### config.mk
export PLATFORM = sky130hd
export DESIGN_NAME = vr_rr_arbiter
export DESIGN_NICKNAME = d
export VERILOG_FILES = /design/src/rtl/vr_rr_arbiter.sv
export SDC_FILE = /design/constraint.sdc
export NUM_CORES = 1
export LEC_CHECK = 0
export BUFFER_PORTS_ARGS = -buffer_cell sky130_fd_sc_hd__buf_2
export CORE_MARGIN = 5
export CORE_UTILIZATION = 48
export DETAILED_ROUTE_END_ITERATION = 16
export PLACE_DENSITY = 0.86
export SYNTH_ARGS = -nofsm -noshare
export SYNTH_HDL_FRONTEND = slang
export SYNTH_SLANG_ARGS = --single-unit
### constraint.sdc
create_clock -name clk -period 2.7 [get_ports clk]
set_clock_uncertainty 0.05 [all_clocks]
set_input_delay 0.54 -clock clk [delete_from_list [all_inputs] [get_ports clk]]
set_output_delay 0.54 -clock clk [all_outputs]
set_load 0.05 [all_outputs]
### src/rtl/vr_rr_arbiter.sv
`default_nettype none
// ============================================================================
//  Module   : vr_rr_arbiter
//  Purpose  : N-channel valid/ready merge with round-robin arbitration, burst
//             hold, a registered output stage and per-channel beat counters.
//  Revision : 1.0 - initial release
// ============================================================================

module vr_rr_arbiter #(
    parameter int CHANNELS   = 4,
    parameter int DATA_WIDTH = 8,
    parameter int BURST      = 1,
    parameter int CNT_WIDTH  = 16
) (
    input  logic                             clk,
    input  logic                             reset,
    input  logic [CHANNELS-1:0]              in_valid,
    input  logic [CHANNELS*DATA_WIDTH-1:0]   in_data,
    output logic [CHANNELS-1:0]              in_ready,
    output logic                             out_valid,
    output logic [DATA_WIDTH-1:0]            out_data,
    output logic [$clog2(CHANNELS)-1:0]      out_chan,
    input  logic                             out_ready,
    output logic [CHANNELS*CNT_WIDTH-1:0]    beat_cnt
);

    localparam int CW        = $clog2(CHANNELS);
    localparam int c_burst_w = $clog2(BURST + 1);

    logic                   r_out_valid;
    logic [DATA_WIDTH-1:0]  r_out_data;
    logic [CW-1:0]          r_out_chan;
    logic [CW-1:0]          r_owner;
    logic [CW-1:0]          r_ptr;
    logic [c_burst_w-1:0]   r_cnt;
    logic [CNT_WIDTH-1:0]   r_beat_cnt [CHANNELS];

    logic                   w_load_en;
    logic                   w_hold;
    logic                   w_found;
    logic                   w_accept;
    logic [CHANNELS-1:0]    w_rot;
    logic [CW:0]            w_sum;
    logic [CW-1:0]          w_search;
    logic [CW-1:0]          w_grant;
    logic [CW-1:0]          w_next_ptr;
    logic [c_burst_w-1:0]   w_next_cnt;
    logic [DATA_WIDTH-1:0]  w_sel_data;

    always_comb begin
        w_load_en = !r_out_valid || out_ready;
        w_hold    = (r_cnt != '0) && in_valid[r_owner];

        // Rotate the request vector so bit 0 is the channel at the search pointer.
        w_rot   = CHANNELS'({in_valid, in_valid} >> r_ptr);
        w_found = 1'b0;
        w_sum   = '0;
        for (int k = 0; k < CHANNELS; k++) begin
            if (!w_found && w_rot[k]) begin
                w_found = 1'b1;
                w_sum   = {1'b0, r_ptr} + (CW+1)'(k);
            end
        end
        w_search = (w_sum >= (CW+1)'(CHANNELS)) ? CW'(w_sum - (CW+1)'(CHANNELS))
                                                : w_sum[CW-1:0];

        w_grant  = w_hold ? r_owner : w_search;
        // The granted channel is always valid, so a grant is an accept.
        w_accept = reset && w_load_en && (w_hold || w_found);

        for (int i = 0; i < CHANNELS; i++) begin
            in_ready[i] = w_accept && (w_grant == CW'(i));
        end

        w_sel_data = '0;
        for (int i = 0; i < CHANNELS; i++) begin
            if (w_grant == CW'(i)) begin
                w_sel_data = in_data[i*DATA_WIDTH +: DATA_WIDTH];
            end
        end

        w_next_cnt = w_hold ? (r_cnt + 1'b1) : c_burst_w'(1);
        w_next_ptr = (w_grant == CW'(CHANNELS - 1)) ? '0 : (w_grant + 1'b1);
    end

    always_ff @(posedge clk) begin
        if (!reset) begin
            r_out_valid <= 1'b0;
            r_out_data  <= '0;
            r_out_chan  <= '0;
            r_owner     <= '0;
            r_ptr       <= '0;
            r_cnt       <= '0;
            for (int i = 0; i < CHANNELS; i++) begin
                r_beat_cnt[i] <= '0;
            end
        end else if (w_load_en) begin
            if (w_accept) begin
                r_out_valid <= 1'b1;
                r_out_data  <= w_sel_data;
                r_out_chan  <= w_grant;
                r_ptr       <= w_next_ptr;
                if (w_next_cnt == c_burst_w'(BURST)) begin
                    r_cnt <= '0;
                end else begin
                    r_owner <= w_grant;
                    r_cnt   <= w_next_cnt;
                end
                for (int i = 0; i < CHANNELS; i++) begin
                    if (w_grant == CW'(i)) begin
                        r_beat_cnt[i] <= r_beat_cnt[i] + 1'b1;
                    end
                end
            end else begin
                // Output drains; any burst in progress is abandoned.
                r_out_valid <= 1'b0;
                r_cnt       <= '0;
            end
        end
    end

    assign out_valid = r_out_valid;
    assign out_data  = r_out_data;
    assign out_chan  = r_out_chan;

    generate
        for (genvar i = 0; i < CHANNELS; i++) begin : g_beat_cnt
            assign beat_cnt[i*CNT_WIDTH +: CNT_WIDTH] = r_beat_cnt[i];
        end
    endgenerate

endmodule

`default_nettype wire

==> run_results.csv <==
group,metric,value,unit
detailed_routing,wl,10.52,mm
place,place_area,4999,µm²
place,port_buffers,117,
detailed_routing,vias,3654,
die,ios,118,
timing,final_hold_viol_count,0,
clocking,clk_latency,0.35,ns
clocking,clockRootBuffer,"clkbuf_8",
layout,final_area,5216,µm²
worst_setup_path,start_kind,"flop",
min_path,min_path_type,"reg2reg",
logic_synthesis,seq_area_frac_synth,0.5107,
timing,max_freq,388.6,MHz
layout,layout_common_cells,"buf_2, edfxtp_1, nor2_1",
detailed_routing,wl_per_cell,15.75,µm
clocking,clkTransAtPathRegs,0.09,ns
die,die_w,104.4,µm
die,die_area,10890,µm²
clocking,htreeDepth,3,
worst_setup_path,path_cells,"a21oi_1 > o21ai_1 > o2bb2ai_2 > inv_1 > ha_1 > nand2_4 > clkinvlp_4 > buf_2",
detailed_routing,ant_nets,0,
layout,area_delta_synth_final,22.08,%
worst_setup_path,reg2reg_depth,8,
worst_setup_path,slowest_delay,0.44,ns
worst_setup_path,path_class,"reg2out",
logic_synthesis,yosys_register_bits,77,
clocking,cts_inserted_buffers,9,
worst_setup_path,endpoint_kind,"output pin",
grt,grt_pass1_wl,17.28,mm
timing,whs,0.4365,ns
power_and_ir_drop,powerDensity,698.8,nW/µm²
logic_synthesis,synth-simple-area-share,0.2152,
place,place.gp.congestion,0.8862,
layout,diodes,0,
detailed_routing,drt_iter0_markers,229,
timing,worst_slack,0.1266,ns
grt,grt_pass1_vias,3619,
timing,finalMaxSlewViolations,0,
layout,fin_nets,602,
die,die_y,104.4,µm
timing,fin_crit,2.573,ns
worst_setup_path,crit_family,"compound AO/OA/AOI/OAI gates",
logic_synthesis,ys_warn_count,0,
worst_setup_path,cp.arrival,1.98,ns
grt,grt_usage,0.1913,
grt,antenna_found_initial,0,
place,dp_cells,652,
logic_synthesis,synth_mux_area_frac,0,
layout,drive_above_1_share,0.2964,
die,core,8678,µm²
detailed_routing,viasPerCell,5.470,
worst_setup_path,worstReg2RegStart,"r_ptr[0]",
timing,setup_viol,0,
worst_setup_path,timing.rr.end,"r_beat_cnt[1][4]",
worst_setup_path,ff2ff_setup_slack,0.46,ns
clocking,post_cts_buffers,0,
detailed_routing,drtPass1Iterations,4,
grt,grt_max_degree,19,
power_and_ir_drop,leakage,2.114,nW
min_path,worstHoldStart,"out_chan[1]",
logic_synthesis,synth_top_family_by_area,"simple AND/OR/NAND/NOR gates",
layout,final_cells,668,
worst_setup_path,crit_buf_inv,3,
place,pre_cts_ws,0.05769,ns
min_path,holdPathEnd,"out_chan[1]",
logic_synthesis,synth_fa_ha_area_frac,0.02343,
place,hpwl,7.947,mm
timing,worst_slew_pin_slew,0.3681,ns
logic_synthesis,synth_edf_count,64,
logic_synthesis,syn-num-nets,477,
power_and_ir_drop,vdd_drop_max,0.0003153,V
logic_synthesis,synth-compound-area-share,0.1060,
logic_synthesis,synth_flop_cell,"edfxtp_1",
layout,mostFrequentLayoutCell,"buf_2",
worst_setup_path,crit_required,2.11,ns
timing,period_share,0.9531,
clocking,clock_sinks,77,
logic_synthesis,synth.avg_cell_area,9.937,µm²
worst_setup_path,crit_slowest_cell,"dfxtp_1",
detailed_routing,drcViolationCount,0,
logic_synthesis,yosysUniqueCellTypes,39,
timing,setup_tns,0,ns
timing,rsz0062_at_grt,"no",
worst_setup_path,crit_path_max_fanout,5,
die,start_util,0.4924,
min_path,min_path_cells,2,
die,rows,34,
clocking,cts_hold_buf,0,
timing,relSlewSlack,0.7538,
logic_synthesis,syn_area,4273,µm²
status,status,"complete, no violations",
logic_synthesis,async_reset_ff_frac,0,
layout,num-fill-cells,755,
clocking,clockBufferDepth,2,
run,drv_cap,0,
logic_synthesis,synthXorXnorAreaFrac,0.09429,
grt,grt_overflow,0,
logic_synthesis,synthCells,430,
clocking,cts_tree,"yes",
==> logic make-up (layout without fill, tap and decap cells) <==
group                      count (synthesis)  after routing
adders and majority gates                  8              8
and+or+nand+nor                          176            176
DFF                                       77             77
xor gates and xnor gates                  46             46
AOI/OAI and AO/OA                         80             80
buffers and inverters                     43            173
==> repair_timing <==
item | CTS | global route
pin swaps | 0 | 1
endpoints found under the setup margin | 2 | 4
gates resized for setup | 2 | 7
gates cloned | 0 | 0
hold endpoints to repair | 0 | 0
==> final cells by class <==
| cell class | count | area, µm² | area share |
|---|---|---|---|
| clock inverters | 7 | 75.07 | 0.01439 |
| inverters | 24 | 97.59 | 0.01871 |
| repair buffers | 133 | 710.7 | 0.1362 |
| flip-flops and latches | 77 | 2183 | 0.4186 |
| multi-input cells | 310 | 1891 | 0.3624 |
| well taps | 108 | 135.1 | 0.02591 |
| clock buffers | 9 | 123.9 | 0.02375 |
==> how the worst max path moves through the flow <==
stage,start,end,slack [ns],cells after the start
6_report,r_ptr[1],in_ready[2],0.13,8
5_1_grt,r_ptr[1],in_ready[2],0.03,8
4_1_cts,r_ptr[0],in_ready[3],0.001,8
3_5_place_dp,in_valid[0],in_ready[2],0.06,6
3_3_place_gp,in_valid[0],in_ready[1],0.07,6
2_1_floorplan,in_valid[2],in_ready[1],0.03,9
==> where the power goes <==
group,total [mW],internal [mW],switching [mW]
clock,0.875,0.430,0.445
combinational,1.17,0.327,0.846
sequential,1.60,1.44,0.152
==> worst register-to-register path: cells and delay by family (launching register included) <==
kind,cells,cell delay (ns)
AOI/OAI and AO/OA,2,0.53
adders and majority gates,1,0.21
buffers and inverters,3,0.38
DFF,1,0.36
and+or+nand+nor,2,0.38
==> metrics by stage <==
step | util | power (mW)
2_1_floorplan | - | 2.468
3_3_place_gp | 0.5760 | 2.754
3_5_place_dp | 0.5760 | 2.786
4_1_cts | 0.5995 | 3.669
5_1_grt | 0.6011 | 3.838
6_report | 0.6011 | 3.645
==> cell usage after synthesis, types with 3 or more instances <==
cell	n	area share
edfxtp_1	64	0.45
nor2_1	54	0.047
a21oi_1	36	0.042
xnor2_1	27	0.055
nand2_1	25	0.022
nand3_1	24	0.028
inv_1	23	0.020
xor2_1	19	0.039
nand4_1	18	0.026
o21ai_0	17	0.020
dfxtp_1	13	0.061
clkbuf_1	10	0.0088
nor3_1	10	0.012
a22oi_1	8	0.014
and3_1	8	0.012
ha_1	8	0.023
o21ai_1	8	0.0094
buf_6	7	0.018
or3_1	7	0.010
and4_1	5	0.010
nor4_1	5	0.0073
o31ai_1	5	0.0088
or4_1	5	0.0088
and2_1	4	0.0059
nand2_4	4	0.011
nand2b_1	3	0.0044
==> state kept, by name, summed over array words and instances, names as in the netlist <==
name / flops
r_beat_cnt: 64
out_data: 8
out_chan: 2
r_ptr: 2
out_valid: 1
==> metal layers <==
metal | track usage | routed length, µm | vias to the layer above
met2 | 0.3281 | 5203 | 126
met4 | 0.08418 | 300 | 0
li1 | - | - | 1805
met3 | 0.03911 | 553 | 27
met1 | 0.2307 | 4464 | 1696
met5 | 0 | 0 | -
No activity file was read; power rests on OpenSTA's default activity.
